--- src/rtl/jtag_host.sv ---
// JTAG host: shifts up to 32 TMS/TDI bits per command and returns the captured TDO bits.
// TCK is produced from clk_i, with each half-period lasting ClkDiv clk_i cycles.
module jtag_host #(
  parameter int ClkDiv = 2
) (
  input  logic        clk_i,
  input  logic        rst_i,
  input  logic        req_valid_i,
  output logic        req_ready_o,
  input  logic [5:0]  req_len_i,
  input  logic [31:0] req_tms_i,
  input  logic [31:0] req_tdi_i,
  output logic        rsp_valid_o,
  input  logic        rsp_ready_i,
  output logic [31:0] rsp_tdo_o,
  input  logic        trst_i,
  output logic        busy_o,
  output logic        jtag_tck_o,
  output logic        jtag_tms_o,
  output logic        jtag_tdi_o,
  output logic        jtag_trst_no,
  input  logic        jtag_tdo_i
);

  localparam int CntW = $clog2(ClkDiv + 1);
  localparam logic [CntW-1:0] CntLoad = CntW'(ClkDiv - 1);

  typedef enum logic [1:0] {IDLE, LOW, HIGH, RESP} state_t;

  state_t          r_state;
  logic            r_ready;
  logic            r_rsp_valid;
  logic            r_busy;
  logic            r_tck;
  logic            r_tms;
  logic            r_tdi;
  logic            r_trst_n;
  logic [31:0]     r_tdo;
  logic [31:0]     r_tms_sh;
  logic [31:0]     r_tdi_sh;
  logic [CntW-1:0] r_cnt;
  logic [5:0]      r_bit;
  logic [5:0]      r_len;

  logic [5:0]      w_len_clamp;
  logic [5:0]      w_next_bit;
  logic            w_last;

  assign w_len_clamp = (req_len_i > 6'd32) ? 6'd32 : req_len_i;
  assign w_next_bit  = r_bit + 6'd1;
  assign w_last      = (w_next_bit == r_len);

  assign req_ready_o  = r_ready;
  assign rsp_valid_o  = r_rsp_valid;
  assign rsp_tdo_o    = r_tdo;
  assign busy_o       = r_busy;
  assign jtag_tck_o   = r_tck;
  assign jtag_tms_o   = r_tms;
  assign jtag_tdi_o   = r_tdi;
  assign jtag_trst_no = r_trst_n;

  // TAP reset only passes through a register; it never touches the shift engine.
  always_ff @(posedge clk_i) begin
    if (rst_i) r_trst_n <= 1'b0;
    else       r_trst_n <= ~trst_i;
  end

  always_ff @(posedge clk_i) begin
    if (rst_i) begin
      r_state     <= IDLE;
      r_ready     <= 1'b0;
      r_rsp_valid <= 1'b0;
      r_busy      <= 1'b0;
      r_tck       <= 1'b0;
      r_tms       <= 1'b1;
      r_tdi       <= 1'b0;
      r_tdo       <= '0;
      r_cnt       <= '0;
      r_bit       <= '0;
      r_len       <= '0;
    end else begin
      unique case (r_state)
        IDLE: begin
          r_ready <= 1'b1;
          if (r_ready && req_valid_i) begin
            r_ready  <= 1'b0;
            r_busy   <= 1'b1;
            r_len    <= w_len_clamp;
            r_tms_sh <= req_tms_i;
            r_tdi_sh <= req_tdi_i;
            r_tdo    <= '0;
            r_bit    <= '0;
            r_cnt    <= CntLoad;
            if (w_len_clamp == 6'd0) begin
              r_state     <= RESP;
              r_rsp_valid <= 1'b1;
            end else begin
              r_state <= LOW;
              r_tck   <= 1'b0;
              r_tms   <= req_tms_i[0];
              r_tdi   <= req_tdi_i[0];
            end
          end
        end
        LOW: begin
          if (r_cnt == '0) begin
            r_state <= HIGH;
            r_tck   <= 1'b1;
            r_cnt   <= CntLoad;
          end else begin
            r_cnt <= r_cnt - CntW'(1);
          end
        end
        HIGH: begin
          if (r_cnt == '0) begin
            r_tck             <= 1'b0;
            r_tdo[r_bit[4:0]] <= jtag_tdo_i;
            r_cnt             <= CntLoad;
            if (w_last) begin
              r_state     <= RESP;
              r_rsp_valid <= 1'b1;
            end else begin
              // Shift registers advance so bit 1 is always the next bit to drive.
              r_state  <= LOW;
              r_bit    <= w_next_bit;
              r_tms    <= r_tms_sh[1];
              r_tdi    <= r_tdi_sh[1];
              r_tms_sh <= r_tms_sh >> 1;
              r_tdi_sh <= r_tdi_sh >> 1;
            end
          end else begin
            r_cnt <= r_cnt - CntW'(1);
          end
        end
        RESP: begin
          r_tck <= 1'b0;
          if (rsp_ready_i) begin
            r_state     <= IDLE;
            r_rsp_valid <= 1'b0;
            r_busy      <= 1'b0;
            r_ready     <= 1'b1;
          end
        end
      endcase
    end
  end

endmodule

--- config.mk ---
export PLATFORM = sky130hd
export DESIGN_NAME = jtag_host
export DESIGN_NICKNAME = d
export VERILOG_FILES = /design/src/rtl/jtag_host.sv
export SDC_FILE = /design/constraint.sdc
export NUM_CORES = 1
export LEC_CHECK = 0
export BUFFER_PORTS_ARGS = -buffer_cell sky130_fd_sc_hd__buf_2
export CAP_MARGIN = 40
export CORE_UTILIZATION = 25
export DETAILED_ROUTE_END_ITERATION = 8
export PLACE_DENSITY = 0.4
export SYNTH_ARGS = -nofsm -noshare
export SYNTH_HDL_FRONTEND = slang
export SYNTH_SLANG_ARGS = --single-unit
--- constraint.sdc ---
create_clock -name clk_i -period 6.45 [get_ports clk_i]
set_input_delay 1.29 -clock clk_i [delete_from_list [all_inputs] [get_ports clk_i]]
set_output_delay 1.29 -clock clk_i [all_outputs]
set_load 0.02 [all_outputs]
==> flow_summary.json <==
{
  "synthXorXnorAreaFrac_pct": 1.57,
  "synth-main-ff-cell": "edfxtp_1",
  "cts_hold_buf": 0,
  "die_h_um": 150,
  "htree_levels": 4,
  "hold_class": "reg -> reg",
  "core_area_um2": 21300,
  "muxShareOfSynthArea_pct": 13.0,
  "synth_area_leaders": "edfxtp_1 (34%), dfxtp_1 (20%), mux2_2 (12%)",
  "vias": 4055,
  "synth.distinct_cells": 53,
  "path_clk_slew_ns": 0.05,
  "total_leakage_power_nw": 2.61,
  "place_ws_ns": 2.59,
  "met2_length_um": 6200,
  "period_share_pct": 52.7,
  "yosys_warnings": 0,
  "synth_area_per_cell_um2": 11.1,
  "max_stage_delay_ns": 0.46,
  "synth_edf_count": 62,
  "max_freq_mhz": 294,
  "layout.filler_cells": 2162,
  "drt-met1-wl_um": 6000,
  "tightestPinTransition_ns": 0.881,
  "num-nets-final": 683,
  "top_layer_used": "met5",
  "drive_above_1_share_pct": 36.0,
  "slew_headroom_pct": 41.1,
  "cts.sinks": 117,
  "gr-usage-all-layers_pct": 12.6,
  "rsz0062_at_grt": "no",
  "worstPathArrival_ns": 3.50,
  "netlist_area_um2": 5510,
  "syn_inst": 496,
  "totalNegativeSetupSlack_ns": 0,
  "synth_top_area_share_pct": 33.8,
  "hold_violations": 0,
  "drc": 0,
  "dr.pass1.iters": 5,
  "cts_resized": 0,
  "crit_required_ns": 6.55,
  "synth_compound_area_share_pct": 15.0,
  "multi_input_area_um2": 2380,
  "ys_ff_latch": 117,
  "grt_start_max_net_pins": 62,
  "crit_fanout": 28,
  "finalSetupViolations": 0,
  "critPathKind": "in -> reg",
  "synth_top_family_by_area": "compound AO/OA/AOI/OAI gates",
  "port_buffers": 114,
  "finalMaxSlewViolations": 0,
  "dieWidth_um": 150,
  "gp_congestion": 0.720,
  "cts_setup_buffers": 0,
  "pin_count": 115,
  "row_count": 53,
  "numCtsBuffers": 17,
  "grt_pass1_wl_um": 21600,
  "seq_area_um2": 2960,
  "dp_hpwl_um": 9320,
  "cp_cell_sequence": "buf_2 -> a21bo_4 -> nand2_1 -> or2_1 -> buf_8 -> a31o_2 -> nor2_4 -> buf_12 -> buf_4",
  "clock_path_buffers": 2,
  "slowest_stage": "or2_1",
  "ir_worst_vdd_mv": 0.183,
  "clock_skew_ns": 0.00444,
  "design_area_um2": 6960,
  "synth-adder-area-share_pct": 1.82,
  "area_growth_syn_to_layout_pct": 26.2,
  "synth_async_sr_flop_share_pct": 0,
  "viasPerCell": 4.57,
  "synth_top_area_cell": "edfxtp_1",
  "max-cap-violations": 0,
  "cts_tree": "built",
  "ant_nets": 0,
  "grt_overflow_total": 0,
  "startpoint_type": "input pin",
  "setup_ws_ns": 3.05,
  "drt_iter0_drc": 194,
  "floorplan.initialDensity_pct": 25.9,
  "synth-simple-area-share_pct": 11.4,
  "fp.dieArea_um2": 22600,
  "fin_hold_ws_ns": 0.471,
  "wl_per_cell_um": 15.2,
  "post_dp_cell_area_um2": 6360,
  "status": "finished clean",
  "wl_um": 13500,
  "cts_root_buffer": "clkbuf_16",
  "ys_seq_area_share_pct": 53.8,
  "utilization_pct": 32.7,
  "first_global_vias": 4131,
  "p_per_area_nw_per_um2": 384,
  "clk_latency_ns": 0.41,
  "min_period_ns": 3.40,
  "synth_nets": 580,
  "antenna_found_initial": 5,
  "cp-end-kind": "flop",
  "dr_wl_met3_um": 1160
}
[power by group]
part / switching [mW] / internal, mW / total (mW)
Sequential: 0.0520 / 0.970 / 1.02
Combinational: 0.392 / 0.292 / 0.684
Clock: 0.322 / 0.641 / 0.963
[synthesized netlist by cell type, types with 3 or more instances]
master / n
a211oi_1: 3
a21boi_0: 30
a21oi_1: 46
and2_1: 4
and3b_1: 3
buf_1: 5
buf_2: 4
clkbuf_1: 25
dfxtp_1: 55
edfxtp_1: 62
ha_1: 8
inv_1: 10
mux2_2: 60
mux2i_1: 4
nand2_1: 44
nand2b_1: 3
nand3_1: 8
nor2_1: 24
nor2b_1: 6
nor3_1: 6
nor3b_1: 8
o21ai_0: 34
xnor2_1: 3
xor2_1: 5
[cell usage in the layout (no fill, tap or decap), types with 3 or more instances in the layout]
cell,instances
mux2i_1,4
nand2_1,44
inv_1,10
and3b_1,3
a21oi_1,46
nor3b_1,8
nand3_1,8
xnor2_1,3
and2_1,4
nand2b_1,3
clkbuf_16,17
dfxtp_1,55
nor2b_1,6
nor3_1,6
bufinv_16,4
ha_1,7
buf_4,4
edfxtp_1,62
buf_2,114
xor2_1,5
a21boi_0,30
clkbuf_1,4
mux2_2,60
o21ai_0,34
nor2_1,23
a211oi_1,3
[sequential cells by signal (all words and copies together) (netlist names), 2 cells and up]
register,cells
r_state,2
r_tdi_sh,31
r_bit,6
rsp_tdo_o,32
r_tms_sh,31
r_len,6
r_cnt,2
[path summary, 6_finish.rpt]
path              slack [ns]            to          from  cells after the start
setup / recovery        3.05  r_tdi_sh[17]   req_valid_i                      9
hold / removal          0.47  rsp_tdo_o[6]  rsp_tdo_o[6]                      2
setup reg to reg        3.09  r_tdi_sh[17]    r_state[0]                      9
hold reg to reg         0.47  rsp_tdo_o[6]  rsp_tdo_o[6]                      2
[cell families (layout without fill, tap and decap cells)]
kind of cell               Yosys count  in the layout
muxes                               64             64
and+or+nand+nor                    120            120
DFF                                117            117
AOI/OAI and AO/OA                  132            132
adders and majority gates            8              8
other                                0              2
buffers and inverters               46            161
xor gates and xnor gates             9              9
[worst max-delay path, delay by kind of cell]
kind / cells / cell delay [ns]
compound gates: 2 / 0.43
buf+inv: 4 / 0.89
simple gates: 3 / 0.87
[per-layer routing]
metal	up-vias	global-route usage, %
met5	-	0
met2	116	20.0
met4	4	3.33
li1	2001	-
met1	1921	15.1
met3	13	5.94
[per-stage QoR]
| stage | cells | power [mW] |
|---|---|---|
| after floorplan | 496 | 1.54 |
| after global placement | 853 | 1.69 |
| after detailed placement | 855 | 1.73 |
| after CTS | 886 | 2.72 |
| after global routing | 886 | 2.83 |
| final | 888 | 2.67 |
[layout make-up]
class	instances	share of cell area, %
Clock buffer	21	6.33
Inverter	10	0.539
Tap cell	275	4.95
Multi-Input combinational cell	333	34.1
Clock inverter	10	2.25
Timing Repair Buffer	120	9.14
Sequential cell	117	42.6
Antenna cell	2	0.0719
Note: power is estimated with default switching activity, not from simulation.
